--- src/rtl/neurocore_uart_pkg.sv ---
// Shared constants and FSM state type for the UART receive front end.
package neurocore_uart_pkg;

    // 10 MHz system clock, 9600 baud
    localparam int DEF_CLKS_PER_BIT = 1042;

    // Data bits per 8N1 frame
    localparam int FRAME_BITS = 8;

    typedef enum logic [2:0] {
        IDLE,
        START,
        DATA,
        STOP,
        BREAK
    } rx_state_t;

endpackage

--- src/rtl/rx_sync.sv ---
// Two-flop synchroniser for the asynchronous RXD pin; resets to the idle-high line level.
module rx_sync (
    input  logic i_clk,
    input  logic i_rst_n,
    input  logic i_d,
    output logic o_q
);

    logic r_meta;
    logic r_sync;

    // Capture the raw pin, then re-register to resolve metastability
    always_ff @(posedge i_clk or negedge i_rst_n) begin
        if (!i_rst_n) begin
            r_meta <= 1'b1;
            r_sync <= 1'b1;
        end else begin
            r_meta <= i_d;
            r_sync <= r_meta;
        end
    end

    assign o_q = r_sync;

endmodule

--- src/rtl/uart_rx_frontend.sv ---
// 8N1 UART receiver: start-bit qualification, mid-bit 3-sample majority vote,
// valid/ack byte handoff with sticky overrun and one-cycle framing-error pulse.
module uart_rx_frontend
    import neurocore_uart_pkg::*;
#(
    parameter int CLKS_PER_BIT = DEF_CLKS_PER_BIT
) (
    input  logic       CLK,
    input  logic       RESET,
    input  logic       RXD,
    output logic [7:0] rx_data,
    output logic       rx_valid,
    input  logic       rx_ack,
    output logic       rx_busy,
    output logic       frame_err,
    output logic       overrun
);

    localparam int CW = $clog2(CLKS_PER_BIT);
    localparam int H  = CLKS_PER_BIT / 2;

    // Sample points around mid-bit; the vote resolves on the third sample
    localparam logic [CW-1:0] C_SAMP0 = CW'(H - 1);
    localparam logic [CW-1:0] C_SAMP1 = CW'(H);
    localparam logic [CW-1:0] C_DEC   = CW'(H + 1);
    localparam logic [CW-1:0] C_LAST  = CW'(CLKS_PER_BIT - 1);

    rx_state_t              r_state;
    logic [CW-1:0]          r_cnt;
    logic [2:0]             r_idx;
    logic [FRAME_BITS-1:0]  r_shift;
    logic [1:0]             r_votes;
    logic [FRAME_BITS-1:0]  r_data;
    logic                   r_valid;
    logic                   r_ferr;
    logic                   r_ovr;

    logic                   w_rxs;
    logic                   w_bit;
    logic                   w_dec;
    logic                   w_wrap;
    logic                   w_ack;
    logic [CW-1:0]          w_cnt_nxt;

    rx_sync u_rx_sync (
        .i_clk   (CLK),
        .i_rst_n (RESET),
        .i_d     (RXD),
        .o_q     (w_rxs)
    );

    // Majority of the two stored samples and the live third sample
    assign w_bit     = (r_votes[0] & r_votes[1]) | (r_votes[0] & w_rxs) | (r_votes[1] & w_rxs);
    assign w_dec     = (r_cnt == C_DEC);
    assign w_wrap    = (r_cnt == C_LAST);
    assign w_ack     = rx_ack & r_valid;
    assign w_cnt_nxt = w_wrap ? '0 : r_cnt + CW'(1);

    // Receive FSM with bit timing, vote capture and the consumer handshake
    always_ff @(posedge CLK or negedge RESET) begin
        if (!RESET) begin
            r_state <= IDLE;
            r_cnt   <= '0;
            r_idx   <= '0;
            r_shift <= '0;
            r_votes <= 2'b11;
            r_data  <= '0;
            r_valid <= 1'b0;
            r_ferr  <= 1'b0;
            r_ovr   <= 1'b0;
        end else begin
            r_ferr <= 1'b0;

            // Ack releases the byte; a commit later in this block can re-raise valid
            if (w_ack) begin
                r_valid <= 1'b0;
                r_ovr   <= 1'b0;
            end

            if (r_cnt == C_SAMP0) r_votes[0] <= w_rxs;
            if (r_cnt == C_SAMP1) r_votes[1] <= w_rxs;

            case (r_state)
                IDLE: begin
                    r_cnt <= '0;
                    if (!w_rxs) r_state <= START;
                end
                START: begin
                    r_cnt <= w_cnt_nxt;
                    if (w_dec && w_bit) begin
                        // Start bit did not hold low through mid-bit: line glitch
                        r_state <= IDLE;
                        r_cnt   <= '0;
                    end else if (w_wrap) begin
                        r_state <= DATA;
                        r_idx   <= '0;
                    end
                end
                DATA: begin
                    r_cnt <= w_cnt_nxt;
                    if (w_dec) r_shift <= {w_bit, r_shift[FRAME_BITS-1:1]};
                    if (w_wrap) begin
                        r_idx <= r_idx + 3'd1;
                        if (r_idx == 3'd7) r_state <= STOP;
                    end
                end
                STOP: begin
                    r_cnt <= w_cnt_nxt;
                    if (w_dec) begin
                        // Leave half a bit early so the next start edge is never missed
                        r_cnt <= '0;
                        if (w_bit) begin
                            r_state <= IDLE;
                            if (!r_valid || rx_ack) begin
                                r_data  <= r_shift;
                                r_valid <= 1'b1;
                            end else begin
                                r_ovr <= 1'b1;
                            end
                        end else begin
                            r_ferr  <= 1'b1;
                            r_state <= BREAK;
                        end
                    end
                end
                BREAK: begin
                    // Suppress start detection until the line returns high
                    r_cnt <= '0;
                    if (w_rxs) r_state <= IDLE;
                end
                default: begin
                    r_state <= IDLE;
                    r_cnt   <= '0;
                end
            endcase
        end
    end

    assign rx_data   = r_data;
    assign rx_valid  = r_valid;
    assign frame_err = r_ferr;
    assign overrun   = r_ovr;
    assign rx_busy   = (r_state != IDLE);

endmodule

--- config.mk ---
export PLATFORM = sky130hd
export DESIGN_NAME = uart_rx_frontend
export DESIGN_NICKNAME = d
export VERILOG_FILES = /design/src/rtl/neurocore_uart_pkg.sv /design/src/rtl/rx_sync.sv /design/src/rtl/uart_rx_frontend.sv
export SDC_FILE = /design/constraint.sdc
export NUM_CORES = 1
export LEC_CHECK = 0
export ABC_CLOCK_PERIOD_IN_PS = 6800
export BUFFER_PORTS_ARGS = -buffer_cell sky130_fd_sc_hd__clkbuf_2
export CORE_MARGIN = 2
export CORE_UTILIZATION = 60
export DETAILED_ROUTE_END_ITERATION = 12
export PLACE_DENSITY = 0.8
export SLEW_MARGIN = 20
export SYNTH_ARGS = -nofsm -noshare
export SYNTH_HDL_FRONTEND = slang
export SYNTH_SLANG_ARGS = --single-unit
--- constraint.sdc ---
create_clock -name CLK -period 6.8 [get_ports CLK]
set_clock_uncertainty 0.2 [all_clocks]
set_input_delay 0.34 -clock CLK [delete_from_list [all_inputs] [get_ports CLK]]
set_output_delay 0.34 -clock CLK [all_outputs]
set_load 0.02 [all_outputs]
* Yosys cells after proc, flatten, opt, wreduce, memory -nomap -nowiden
Cells that the tools add are included.
Word-level totals: memories kept 0, logic and storage cells 77, bits in read-only memories 0, output and inout port bits 12, bits in latches 0, register bits 40, bits in writable memories 0
Cells by class: shift operators 0, reductions and logical operators 10, mux-type cells 30, bitwise logic cells 6, $add $sub $neg 2, multipliers 0, $lt $le $gt $ge 0, div/mod/pow operators 0, equal/unequal tests 17
Operators by type and width (number):
- $eq 11x10->1 const B | 3
- $mux 11 | 3
- $mux 3 | 11
- $pmux 11 s3 | 1
- $pmux 3 s5 | 1
- $mux 1 | 13
- $ne 2x2->1 const B | 6
- $add 11x1->11 const B | 1
- $eq 11x11->1 const B | 1
- $reduce_and 4->1 | 2
- $eq 3x2->1 const B | 2
- $eq 3x3->1 const B | 2
- $pmux 3 s2 | 1
- $reduce_and 6->1 | 1
- $and 1x1->1 | 4
- $add 3x1->3 const B | 1
- $eq 3x1->1 const B | 1
- $logic_not 3->1 | 1
- $ne 3x3->1 const B | 1
- $reduce_bool 3->1 | 1
- $ne 2x1->1 const B | 1
- $or 1x1->1 | 2
- $reduce_and 2->1 | 1
- $reduce_bool 2->1 | 1
- other kinds (3) | 3

* Longest topological paths before layout
Gate-level depths: netlist of the first run.
depth after elaboration 6, depth in mapped cells 7, gate-level depth less buffers 6

* Cells and area by module
A second synthesis of the first run with hierarchy kept.
Second synthesis, totals: cells, all modules 161, area, all modules 1878.1 um2
Modules (own cells, without submodules):
- uart_rx_frontend | cells an instance 159, times used 1, area an instance 1825.5 um2
- rx_sync | cells an instance 2, times used 1, area an instance 52.6 um2

* Worst setup path before layout of the first run
Ideal clock, no wire load.
path type flip-flop to flip-flop, start reg r_cnt[5], end reg r_data[0] (netlist: rx_data[0]), setup slack 4.304 ns, data arrival time 2.171 ns, buffers on the path 0, cell stages (with the launch flop) 5, library setup time 0.125 ns, required time 6.475 ns, cell sequence dfrtp_1 or4_4 or4_4 nor3_4 mux2_2
On the way: cells in the longest elaborated chain, start to end 2
Ends and longest elaborated chain:
- from (decl) | line uart_rx_frontend.sv:29 | logic [CW-1:0] r_cnt;
- from (signal assigned) | line uart_rx_frontend.sv:89 | r_cnt <= w_cnt_nxt;
- from (signal assigned) | line uart_rx_frontend.sv:100 | r_cnt <= w_cnt_nxt;
- from (signal assigned) | line uart_rx_frontend.sv:108 | r_cnt <= w_cnt_nxt;
- $eq 11x10->1 | line uart_rx_frontend.sv:54 | assign w_dec = (r_cnt == C_DEC);
- $reduce_and 4->1 (no source line)
- to (signal assigned) | line uart_rx_frontend.sv:115 | r_data <= r_shift;
- to (decl) | line uart_rx_frontend.sv:33 | logic [FRAME_BITS-1:0] r_data;
No other way between the ends. A chain may end at the register's enable or synchronous reset.

* Worst setup path after layout of the first run
Ends and elaborated chain as after synthesis.

==> flow_summary.toml, run 1 <==
[status]
outcome = "complete, no violations"

[clock_tree]
clock-sinks = 40
post_cts_buffers = 0
tritoncts.num_buffers = 5
cts_resized = 0
ctsHoldBuffers = 3
cts_tree = "built"
clk_pin_slew_ns = 0.12
cts_root_buf = "clkbuf_4"
insertion_delay_ns = 0.34
cts_max_path_buffers = 2
htreeDepth = 2

[yosys]
ys_ff_latch = 40
yosysSeqAreaShare_pct = 53.53
syn_nets = 174
yosysUniqueCellTypes = 36
yosys_most_used_dff = "dfrtp_1"
synth_area_mm2 = 0.001879
postSynthAreaPerCell_um2 = 11.46
ys_async_sr_fraction_pct = 100.0
synthCells = 164
synth_edf_count = 0
ys.warnings.count = 0

[layout]
layout_common_cells = "dfrtp_1 (36), nor2_1 (19), mux2_2 (18)"
layout-drive-gt1-share_pct = 27.42
final_common_cell = "dfrtp_1"
finalCoreUtilization_pct = 69.79
syn_to_final_growth_pct = 12.45
nets = 195
diodes = 0
final_cell_area_mm2 = 0.002113

[power]
p_per_area_mw_per_mm2 = 194.8
peakVddDrop_v = 0.0001800
p_leak_uw = 0.0009784

[floorplan]
io_pins = 16
start_util_pct = 62.07
num_rows = 20
core-area_mm2 = 0.003028
die_x_um = 59.97
fp.dieArea_mm2 = 0.003596
die_h_um = 59.97

[drt]
drtIter0Drc = 54
first_pass_iters = 4
wl_per_cell_um = 14.53
ant_nets = 0
wl_um = 3342
drc = 0
vias = 1317
viasPerCell = 5.726

[sta]
setup_violations = 0
maxSlewViolCount = 0
hold_slack_ns = 0.1651
period_needed_ns = 2.657
max_slew.worst_pin.slew_ns = 0.9320
finalHoldViolCount = 0
relSlewSlack_pct = 37.87
rsz0062_at_grt = "false"
fin_crit_sh_pct = 39.07
tns_ns = 0
timing.fmax_ghz = 0.3764

[global_route]
grt.total_usage_pct = 22.07
antenna_found_initial = 0
grt_overflow = 0
grt_pass1_vias = 1300
grt_max_degree = 41
grt_pass1_wl_um = 5754

[placed_design]
io_buffers = 15
post-dp-hpwl_um = 2416
placed_area_mm2 = 0.001993
place.gp.congestion = 0.8932

[setup_path]
worstSetupPathType = "register to register"
cp-end-kind = "register"
cp_data_arrival_time_ns = 2.69
critPathMaxFanout = 8
crit_path_start_kind = "register"
required_ns = 6.84

[run]
drv_cap = 0

[hold_path]
hold_class = "register to register"
metrics by stage:
stage	cells	setup slack [ns]	total power (uW)
detailed placement	219	4.143	249.6
floorplan	164	4.304	244.0
global route	230	4.036	429.5
finish	230	4.143	411.7
global placement	219	4.216	249.2
CTS	230	4.130	415.7
synthesized netlist by cell type, types with 4 or more instances:
| cell type | instances | share of area (%) |
|---|---|---|
| mux2_2 | 18 | 11 |
| inv_1 | 8 | 1.6 |
| xnor2_1 | 4 | 1.9 |
| o221ai_1 | 4 | 1.9 |
| nand3_1 | 6 | 1.6 |
| nor2_1 | 19 | 3.8 |
| xor2_1 | 5 | 2.3 |
| dfrtp_1 | 36 | 48 |
| ha_1 | 6 | 4.0 |
| dfstp_2 | 4 | 5.6 |
| nor3_1 | 4 | 1.1 |
| nand4_1 | 6 | 2.0 |
| nand2_1 | 11 | 2.2 |
registers in the layout (all words and copies together) (netlist names):
name / flops
r_votes: 2
r_cnt: 11
overrun: 1
u_rx_sync.r_meta: 1
r_idx: 3
rx_valid: 1
frame_err: 1
r_shift: 8
r_state: 3
u_rx_sync.o_q: 1
rx_data: 8
routing by layer:
layer	up-vias	share of wire, %	track usage (%)
met1	637	44	27.84
met2	44	49	35.25
met4	0	2.8	12.38
li1	627	-	-
met5	-	0	0
met3	9	4.2	4.545
worst max-delay path, stage by stage (launching register included):
cell and delay, ns:
dfrtp_1 0.44, or4_4 0.56, or4_4 0.55, nor3_4 0.41, mux2_2 0.40
power by group:
part / internal, uW / switching, uW / leakage, uW
Sequential: 239 / 0.556 / 0.000530
Clock: 88.1 / 77.5 / 0.0000484
Combinational: 1.88 / 4.64 / 0.000400
area by class of cell:
| cell class | instances | area, um^2 |
|---|---|---|
| Fill cell | 218 | 914.6 |
| Timing Repair Buffer | 18 | 105.1 |
| Inverter | 8 | 30.03 |
| Clock inverter | 2 | 38.79 |
| Tap cell | 44 | 55.05 |
| Multi-Input combinational cell | 112 | 827.0 |
| Clock buffer | 6 | 51.30 |
| Sequential cell | 40 | 1006 |
final timing paths:
kind | from | endpoint | slack (ns) | cells after the start
min in group asynchronous | RESET | r_idx[1] | 0.46 | 2
max in group asynchronous | RESET | r_cnt[5] | 5.37 | 2
setup / recovery | r_cnt[5] | rx_data[0] | 4.14 | 4
hold / removal | u_rx_sync.r_meta | u_rx_sync.o_q | 0.17 | 0
setup reg to reg | r_cnt[5] | rx_data[0] | 4.14 | 4
hold reg to reg | u_rx_sync.r_meta | u_rx_sync.o_q | 0.17 | 0
cells by family after synthesis:
kind of cell    count (synthesis)  share of synthesized area, %
xor+xnor                        9                         4.194
fa+ha+maj                       7                         4.527
compound gates                 11                         4.660
flops                          40                         53.53
simple gates                   67                         19.84
mux                            18                         10.79
buf+inv                        12                         2.463
(Power assumes the default switching activity.)
==> inputs of run 2 (changes only) <==
--- a/config.mk
+++ b/config.mk
@@ -5,12 +5,12 @@
 export SDC_FILE = /design/constraint.sdc
 export NUM_CORES = 1
 export LEC_CHECK = 0
-export ABC_CLOCK_PERIOD_IN_PS = 6800
+export ABC_CLOCK_PERIOD_IN_PS = 2270
 export BUFFER_PORTS_ARGS = -buffer_cell sky130_fd_sc_hd__clkbuf_2
 export CORE_MARGIN = 2
-export CORE_UTILIZATION = 60
+export CORE_UTILIZATION = 52
 export DETAILED_ROUTE_END_ITERATION = 12
-export PLACE_DENSITY = 0.8
+export PLACE_DENSITY = 0.74
 export SLEW_MARGIN = 20
 export SYNTH_ARGS = -nofsm -noshare
 export SYNTH_HDL_FRONTEND = slang
==> constraint.sdc (replaced) <==
create_clock -name CLK -period 2.27 [get_ports CLK]
set_clock_uncertainty 0.2 [all_clocks]
set_input_delay 0.1135 -clock CLK [delete_from_list [all_inputs] [get_ports CLK]]
set_output_delay 0.1135 -clock CLK [all_outputs]
set_load 0.02 [all_outputs]
==> run 2 against run 1 <==
Net effect:
- the flow now finishes with violations (setup timing)
- combinational power grew to 3.3 times the previous value
- non-clock buffer count grew 21
- die area is 14% higher
- utilization grew 0.79 points
- fmax up 12%
- clock-buffer cell count down 1
- global-route usage decreased by 1.6 points
- critical path depth is 2 higher
- worst hold slack worse by 0.037 ns
==> flow_summary.toml, run 2 (synthesized netlist as in run 1, its figures left out) <==
[status]
outcome = "finished, violations left"
violations = "setup timing"

[drt]
viasPerCell = 5.577
ant_nets = 0
wl_per_cell_um = 15.43
vias = 1411
wl_um = 3904
drtIter0Drc = 94
first_pass_iters = 4
drc = 0

[clock_tree]
clock-sinks = 40
cts_max_path_buffers = 2
cts_root_buf = "clkbuf_4"
clk_pin_slew_ns = 0.13
tritoncts.num_buffers = 5
htreeDepth = 2
insertion_delay_ns = 0.35
cts_tree = "built"

[layout]
syn_to_final_growth_pct = 28.30
final_common_cell = "dfrtp_1"
nets = 216
regMostFlops = "r_cnt"
layout_common_cells = "dfrtp_1 (36), buf_4 (17), clkbuf_2 (15)"
diodes = 0
finalCoreUtilization_pct = 70.59
layout-drive-gt1-share_pct = 41.55
fill_cells = 252
largest_register_ffs = 11

[placed_design]
post-dp-hpwl_um = 2637
place.gp.congestion = 0.8566
io_buffers = 15

[global_route]
grt_overflow = 0
antenna_found_initial = 0
grt_pass1_wl_um = 6389
grt_pass1_vias = 1384
grt_max_degree = 41
grt.total_usage_pct = 20.48

[power]
p_per_area_mw_per_mm2 = 502.0
p_leak_uw = 0.001123
peakVddDrop_v = 0.0003866

[setup_path]
required_ns = 2.33
cp-end-kind = "register"
crit_buf_inv = 2
path_delay_family = "simple AND/OR/NAND/NOR gates"
worst_path_max_delay_cell = "or4_4"
cp_data_arrival_time_ns = 2.44
path_cells = "or4_4 > buf_6 > or4_4 > o211ai_1 > buf_4 > nor2_1"
slowest_delay_ns = 0.55
worstSetupPathType = "register to register"
critPathMaxFanout = 6
cpMostUsedCell = "or4_4"
crit_path_start_kind = "register"

[sta]
relSlewSlack_pct = 67.06
setup_slack_ns = -0.1062
rsz0062_at_grt = "true"
tns_ns = -1.651
max_slew.worst_pin.slew_ns = 0.4942
fin_crit_sh_pct = 104.7
finalHoldViolCount = 0
timing.fmax_ghz = 0.4208
maxSlewViolCount = 0
period_needed_ns = 2.376
setup_violations = 21

[floorplan]
io_pins = 16
fp.dieArea_mm2 = 0.004111
start_util_pct = 55.02
die_h_um = 64.12
num_rows = 21
core-area_mm2 = 0.003416
die_x_um = 64.12

[hold_path]
hold_class = "primary input to asynchronous set/reset pin"

[run]
drv_cap = 0
-- run 2: cell types whose count changed in the layout (fill, tap and decap cells not counted), sizes merged --
| cell | delta |
|---|---|
| buf | +21 |
| clkinvlp | +1 |
| clkbuf | -1 |
-- run 2: repair_timing --
action / CTS / global route
hold buffers: 3 / 0
endpoints found under the setup margin: 32 / 32
resized for setup: 18 / 13
buffers inserted: 2 / 3
pin swaps: 9 / 8
endpoints found under the hold margin: 43 / 0
-- run 2: final cells by class --
| class | count | area (um^2) | area share, % |
|---|---|---|---|
| tap | 46 | 57.56 | 2.387 |
| timing repair buffer | 39 | 286.5 | 11.88 |
| clock inverter | 3 | 42.54 | 1.764 |
| inverter | 8 | 30.03 | 1.245 |
| multi-input combinational | 112 | 950.9 | 39.44 |
| clock buffer | 5 | 37.54 | 1.557 |
| sequential | 40 | 1006 | 41.72 |
-- run 2: layer usage --
layer  vias to the layer above  part of all wire, %  global-route usage (%)
met5                         -                    0                       0
met4                         0                  1.2                   6.915
met3                         6                  3.8                   6.690
li1                        663                    -                       -
met2                        39                   51                   33.85
met1                       703                   44                   25.32
-- run 2: path summary, 6_finish.rpt --
path	cells past startpoint	start	endpoint	slack [ns]
setup / recovery	6	r_cnt[7]	r_cnt[1]	-0.11
hold / removal	3	RESET	r_idx[1]	0.13
setup reg to reg	6	r_cnt[7]	r_cnt[1]	-0.11
hold reg to reg	0	u_rx_sync.r_meta	u_rx_sync.o_q	0.17
max in group asynchronous	3	RESET	u_rx_sync.o_q	1.37
min in group CLK	0	u_rx_sync.r_meta	u_rx_sync.o_q	0.17
-- run 2: through the flow --
stage | setup WS, ns | hold slack [ns] | cell area, um^2 | power [uW] | std cells
final | -0.1062 | 0.1284 | 2411 | 1210 | 253
after floorplan | -0.1754 | -0.3821 | 1892 | 731.0 | 164
after global routing | -0.1611 | 0.1595 | 2411 | 1258 | 253
after global placement | -0.1415 | -0.009496 | 2128 | 748.5 | 237
after detailed placement | -0.2331 | -0.004183 | 2128 | 749.2 | 237
after CTS | -0.1100 | 0.1314 | 2332 | 1228 | 250
-- run 2: power breakdown --
part	leakage, uW	internal (uW)	total (uW)	switching (uW)
combinational	0.000552	6.81	21.4	14.5
clock	0.0000412	229	471	242
sequential	0.000530	716	718	1.70
total	0.00112	952	1210	258
-- run 2: tightest hold or removal path, cell delays in order --
cell	delay [ns]
dlygate4sd3_1	0.52
clkbuf_2	0.10
buf_4	0.41
